### src/rtl/deal_cards.sv
// deal_cards: deals ten pairwise-distinct playing cards from a free-running 16-bit LFSR
// and commits all ten at once. Defining DEAL_JOKER_EN enables the single-joker variant.
module deal_cards #(
    parameter logic [15:0] LFSR_SEED = 16'hACE1
) (
    input  logic        clock,
    input  logic        reset_c,
    input  logic        deal_s,
    output logic [3:0]  Pnum0,
    output logic [3:0]  Pnum1,
    output logic [3:0]  Pnum2,
    output logic [3:0]  Pnum3,
    output logic [3:0]  Pnum4,
    output logic [3:0]  Pnum5,
    output logic [3:0]  Pnum6,
    output logic [3:0]  Pnum7,
    output logic [3:0]  Pnum8,
    output logic [3:0]  Pnum9,
    output logic [2:0]  suit0,
    output logic [2:0]  suit1,
    output logic [2:0]  suit2,
    output logic [2:0]  suit3,
    output logic [2:0]  suit4,
    output logic [2:0]  suit5,
    output logic [2:0]  suit6,
    output logic [2:0]  suit7,
    output logic [2:0]  suit8,
    output logic [2:0]  suit9,
    output logic        busy,
    output logic        deal_done,
    output logic [15:0] dbg_lfsr,
    output logic [3:0]  dbg_k,
    output logic        dbg_state
);

    // Handshake: deal_s is a level request sampled only while idle; busy is high from the
    // edge that accepts the request until the commit edge, where deal_done pulses for one
    // cycle and the ten card outputs become valid and stay stable until the next commit.
    typedef enum logic {
        S_IDLE = 1'b0,
        S_DRAW = 1'b1
    } state_t;

    state_t      state_q, state_d;
    logic [15:0] lfsr_q, lfsr_d;
    logic [3:0]  k_q, k_d;
    logic        done_q, done_d;

    logic [3:0]  stg_num_q  [0:8];
    logic [3:0]  stg_num_d  [0:8];
    logic [2:0]  stg_suit_q [0:8];
    logic [2:0]  stg_suit_d [0:8];
    logic [3:0]  out_num_q  [0:9];
    logic [3:0]  out_num_d  [0:9];
    logic [2:0]  out_suit_q [0:9];
    logic [2:0]  out_suit_d [0:9];

    logic [3:0]  cand_num;
    logic [2:0]  cand_suit;
    logic        cand_rank_ok;
    logic        cand_dup;
    logic        cand_ok;

    always_comb begin
        cand_num     = lfsr_q[3:0];
        cand_suit    = {1'b0, lfsr_q[5:4]};
        cand_rank_ok = (cand_num != 4'd0) && (cand_num <= 4'd13);
`ifdef DEAL_JOKER_EN
        // A zero rank with bit 6 set is the joker; the duplicate check limits it to one per deal.
        if ((cand_num == 4'd0) && lfsr_q[6]) begin
            cand_suit    = 3'd4;
            cand_rank_ok = 1'b1;
        end
`endif
    end

    always_comb begin
        cand_dup = 1'b0;
        for (int j = 0; j < 9; j++) begin
            if ((4'(j) < k_q) && (stg_num_q[j] == cand_num) && (stg_suit_q[j] == cand_suit)) begin
                cand_dup = 1'b1;
            end
        end
    end

    assign cand_ok = cand_rank_ok && !cand_dup;

    always_comb begin
        state_d    = state_q;
        k_d        = k_q;
        done_d     = 1'b0;
        stg_num_d  = stg_num_q;
        stg_suit_d = stg_suit_q;
        out_num_d  = out_num_q;
        out_suit_d = out_suit_q;
        lfsr_d     = {lfsr_q[14:0], lfsr_q[15] ^ lfsr_q[13] ^ lfsr_q[12] ^ lfsr_q[10]};

        case (state_q)
            S_IDLE: begin
                if (deal_s) begin
                    k_d     = 4'd0;
                    state_d = S_DRAW;
                end
            end
            S_DRAW: begin
                if (cand_ok) begin
                    if (k_q == 4'd9) begin
                        // Final accept: staging and the tenth card go out together.
                        for (int i = 0; i < 9; i++) begin
                            out_num_d[i]  = stg_num_q[i];
                            out_suit_d[i] = stg_suit_q[i];
                        end
                        out_num_d[9]  = cand_num;
                        out_suit_d[9] = cand_suit;
                        done_d        = 1'b1;
                        state_d       = S_IDLE;
                    end else begin
                        for (int i = 0; i < 9; i++) begin
                            if (4'(i) == k_q) begin
                                stg_num_d[i]  = cand_num;
                                stg_suit_d[i] = cand_suit;
                            end
                        end
                        k_d = k_q + 4'd1;
                    end
                end
            end
            default: state_d = S_IDLE;
        endcase
    end

    always_ff @(posedge clock or negedge reset_c) begin
        if (!reset_c) begin
            state_q <= S_IDLE;
            lfsr_q  <= LFSR_SEED;
            k_q     <= 4'd0;
            done_q  <= 1'b0;
            for (int i = 0; i < 9; i++) begin
                stg_num_q[i]  <= 4'd0;
                stg_suit_q[i] <= 3'd0;
            end
            for (int i = 0; i < 10; i++) begin
                out_num_q[i]  <= 4'd0;
                out_suit_q[i] <= 3'd0;
            end
        end else begin
            state_q    <= state_d;
            lfsr_q     <= lfsr_d;
            k_q        <= k_d;
            done_q     <= done_d;
            stg_num_q  <= stg_num_d;
            stg_suit_q <= stg_suit_d;
            out_num_q  <= out_num_d;
            out_suit_q <= out_suit_d;
        end
    end

    assign busy      = (state_q == S_DRAW);
    assign deal_done = done_q;
    assign dbg_lfsr  = lfsr_q;
    assign dbg_k     = k_q;
    assign dbg_state = state_q;

    assign Pnum0 = out_num_q[0];
    assign Pnum1 = out_num_q[1];
    assign Pnum2 = out_num_q[2];
    assign Pnum3 = out_num_q[3];
    assign Pnum4 = out_num_q[4];
    assign Pnum5 = out_num_q[5];
    assign Pnum6 = out_num_q[6];
    assign Pnum7 = out_num_q[7];
    assign Pnum8 = out_num_q[8];
    assign Pnum9 = out_num_q[9];

    assign suit0 = out_suit_q[0];
    assign suit1 = out_suit_q[1];
    assign suit2 = out_suit_q[2];
    assign suit3 = out_suit_q[3];
    assign suit4 = out_suit_q[4];
    assign suit5 = out_suit_q[5];
    assign suit6 = out_suit_q[6];
    assign suit7 = out_suit_q[7];
    assign suit8 = out_suit_q[8];
    assign suit9 = out_suit_q[9];

endmodule

### config.mk
export PLATFORM = sky130hd
export DESIGN_NAME = deal_cards
export DESIGN_NICKNAME = d
export VERILOG_FILES = /design/src/rtl/deal_cards.sv
export SDC_FILE = /design/constraint.sdc
export NUM_CORES = 1
export LEC_CHECK = 0
export ABC_AREA = 1
export BUFFER_PORTS_ARGS = -buffer_cell sky130_fd_sc_hd__buf_2
export CELL_PAD_IN_SITES_DETAIL_PLACEMENT = 0
export CELL_PAD_IN_SITES_GLOBAL_PLACEMENT = 1
export CORE_UTILIZATION = 42
export CTS_CLUSTER_DIAMETER = 200
export DETAILED_ROUTE_END_ITERATION = 10
export PLACE_DENSITY = 0.78
export SYNTH_ARGS = -nofsm -noshare
export SYNTH_HDL_FRONTEND = slang
export SYNTH_SLANG_ARGS = --single-unit
### constraint.sdc
create_clock -name clock -period 2.2 [get_ports clock]
set_input_delay 0.33 -clock clock [delete_from_list [all_inputs] [get_ports clock]]
set_output_delay 0.33 -clock clock [all_outputs]
set_load 0.05 [all_outputs]
==> impl_metrics.yaml <==
synth:
  ys_seq_area_share_pct: 50.3
  synth_cells: 877
  synth_edf_count: 0
  yosysWarnings: 0
  synth.avg_cell_area_um2: 7.74
  synth_area_um2: 6790
  ys_seq_elements: 136
  async_flop_share_pct: 100
  synth-main-ff-cell: "dfrtp_1"
  synth_cell_type_count: 29
detailed_routing:
  routedWlPerCell_um: 15.7
  wl_um: 19700
  drt-initial-drc-count: 532
  drc: 0
  vias: 6064
  via_per_inst: 4.83
  first_pass_iters: 5
  postRouteAntennaNets: 0
run_status:
  violations: "setup timing"
  run_status: "finished with violations"
sta:
  clock.fmax_mhz: 444
  skew_ns: 0.00707
  setup_tns_ns: -1.00
  setup_violations: 48
  rsz0062_at_grt: "yes"
  hold_viol: 0
  worst_slew_pin_slew_ns: 0.607
  drv_slew: 0
  fin_crit_sh_pct: 102
  final.setup.worst_slack_ns: -0.0510
  finalCriticalPeriod_ns: 2.25
  relSlewSlack_pct: 59.5
clock_network:
  cts_sinks: 136
  cts-root-buf: "clkbuf_16"
  clkLatencyLatePin_ns: 0.43
  htreeDepth: 4
  cts_max_path_buffers: 2
  tritoncts: "done"
  numCtsBuffers: 17
  cts.reportedPaths.clkPinSlew_ns: 0.06
layout:
  diodes: 0
  finalNonFillerCells: 1255
  area_delta_synth_final_pct: 33.5
  drive_above_1_share_pct: 30.8
  nets: 1033
placed_design:
  place_congestion: 0.913
  dp.final_hpwl_um: 13000
  numPortBuffers: 85
  placed_cells: 1193
  place_ws_ns: -0.181
floorplanning:
  dieArea_um2: 16700
  rows: 46
  num_io_pins: 96
  die_w_um: 129
  core_area_um2: 15800
  initial_core_util_pct: 42.9
  die_height_um: 129
critical_path:
  crit_family: "simple AND/OR/NAND/NOR gates"
  critPathMaxStageDelay_ns: 0.63
  critPathMaxFanout: 9
  cp-start-kind: "flip-flop"
  crit_top_cell: "nand2_1"
  cpMaxStageDelayCell: "dfstp_2"
  crit_buf_inv: 3
  critical_path_class: "flip-flop to flip-flop"
  crit_chain: "inv_2, nand2_1, nand2_1, nand3_1, nor2_1, nor2_1, nand2_2, nor2_8, nand3_4, buf_8, clkbuf_16, nand2_1, o21ai_1"
  worst_setup_path_end_kind: "flip-flop"
  crit_required_ns: 2.51
  crit_arrival_ns: 2.56
pwr:
  seqPwrFrac_pct: 43.7
  power.leakage_uw: 0.00493
  p_sw_share_pct: 23.9
  ir_drop_mv: 0.512
  internal_power_uw: 4390
  p_comb_share_pct: 6.2
  pwr-share-clk_pct: 50.1
  p_sw_uw: 1380
  power_density_nw_per_um2: 637
global_routing:
  grt_pass1_vias: 5476
  grt_first_pass_wirelength_um: 29900
  grtUsageTotal_pct: 24.2
  antenna_found_initial: 0
  grt_max_degree: 59
  gr-total-overflow: 0
flow_run:
  maxCapViolations: 0
min_path:
  holdCritPathClass: "primary input to flip-flop"
## power by group through the flow
stage                     logic, uW  registers [uW]  clock network, uW
after floorplan                 162            2580                  0
after global placement          327            2560                  0
after detailed placement        325            2560                  0
after CTS                       333            2520               2950
after global routing            391            2520               3040
final                           360            2520               2890
## state kept, by name, summed over array words and instances, names as in the netlist, 4 cells and up
signal,count
Pnum8,4
Pnum7,4
dbg_lfsr,16
Pnum3,4
stg_num_q,36
Pnum0,4
Pnum6,4
Pnum4,4
Pnum9,4
dbg_k,4
Pnum1,4
stg_suit_q,18
Pnum2,4
Pnum5,4
## Yosys cell counts, types with 5 or more instances
master,count,area [um^2]
a21oi_1,5,25.0
buf_2,11,55.1
buf_4,37,278
buf_6,7,78.8
dfrtp_1,128,3200
dfstp_2,8,210
inv_1,69,259
inv_2,8,30.0
nand2_1,373,1400
nand3_1,76,380
nand4_1,12,75.1
nor2_1,53,199
o21ai_0,13,65.1
o21ai_1,39,195
xnor2_1,13,114
## area by class of cell
class / count / area, um^2
multi-input cells: 614 / 3030
flip-flops and latches: 136 / 3420
well taps: 216 / 270
clock inverters: 11 / 121
inverters: 77 / 297
fillers: 1491 / 6770
repair buffers: 180 / 1450
clock buffers: 21 / 480
## worst reg2reg max path, delay by kind of cell (launching register included)
kind | cells | cell delay (ns)
simple gates | 9 | 0.94
flops | 1 | 0.63
buf+inv | 3 | 0.51
compound gates | 1 | 0.06
## metal layers
| layer | vias to the layer above | track usage (%) | wire, um |
|---|---|---|---|
| li1 | 2993 | - | - |
| met1 | 2870 | 35.3 | 9450 |
| met2 | 174 | 36.1 | 8830 |
| met3 | 27 | 4.13 | 982 |
| met4 | 0 | 8.65 | 391 |
| met5 | - | 0 | 0 |
## kinds of logic (layout without fill, tap and decap cells)
logic type	after synthesis	count (layout)	share of synthesized area [%]
other	1	10	0.0552
adders and majority gates	4	4	0.737
and+or+nand+nor	525	525	31.8
AOI/OAI and AO/OA	57	57	4.20
xor gates and xnor gates	18	18	2.43
DFF	136	136	50.3
buffers and inverters	136	289	10.5
## metrics by stage
stage / cell area [um^2] / hold WS [ns] / util, % / total power [uW]
3_3_place_gp: 7710 / 0.352 / 48.7 / 2890
6_report: 9060 / 0.150 / 57.3 / 5770
5_1_grt: 9060 / 0.160 / 57.3 / 5950
2_1_floorplan: 6830 / 0.0344 / - / 2740
4_1_cts: 8540 / 0.139 / 53.9 / 5800
3_5_place_dp: 7710 / 0.355 / 48.7 / 2890
## layout by cell type, fill, tap and decap left out, types with 5 or more instances in the layout
cell type and n:
nand3_1 55, conb_1 10, a21oi_1 5, nand2_2 30, nand2_1 335, dfstp_2 8, buf_12 10, nor2_4 5
nand3_2 21, nand2_4 9, nor2_1 47, buf_2 84, clkinvlp_4 5, o21ai_2 9, nor2_2 6, inv_2 11
nand4_1 12, buf_4 64, clkbuf_16 22, o21ai_1 40, inv_1 65, dfrtp_1 126, buf_6 12, xnor2_1 12
## what timing repair did
| action | in CTS | in global routing |
|---|---|---|
| cloned | 3 | 6 |
| hold buffers | 1 | 0 |
| pin swaps | 3 | 43 |
| endpoints found under the setup margin | 105 | 118 |
| buffers inserted | 14 | 11 |
| resized for setup | 11 | 117 |
| endpoints found under the hold margin | 54 | 0 |
## path summary, 6_finish.rpt
| path | from | endpoint | slack, ns | cells after the start |
|---|---|---|---|---|
| worst max-delay path | dbg_lfsr[5]$_DFF_PN1_ | suit1[1]$_DFFE_PN0P_ | -0.05 | 13 |
| worst min-delay path | deal_s | busy$_DFF_PN0_ | 0.15 | 3 |
| worst max register to register | dbg_lfsr[5]$_DFF_PN1_ | suit1[1]$_DFFE_PN0P_ | -0.05 | 13 |
| worst min register to register | dbg_lfsr[6]$_DFF_PN1_ | dbg_lfsr[7]$_DFF_PN1_ | 0.36 | 0 |
| max in group asynchronous | reset_c | dbg_lfsr[6]$_DFF_PN1_ | 0.95 | 3 |
| min in group asynchronous | reset_c | stg_num_q[9]$_DFFE_PN0P_ | 0.45 | 2 |
No activity file was read; power rests on OpenSTA's default activity.
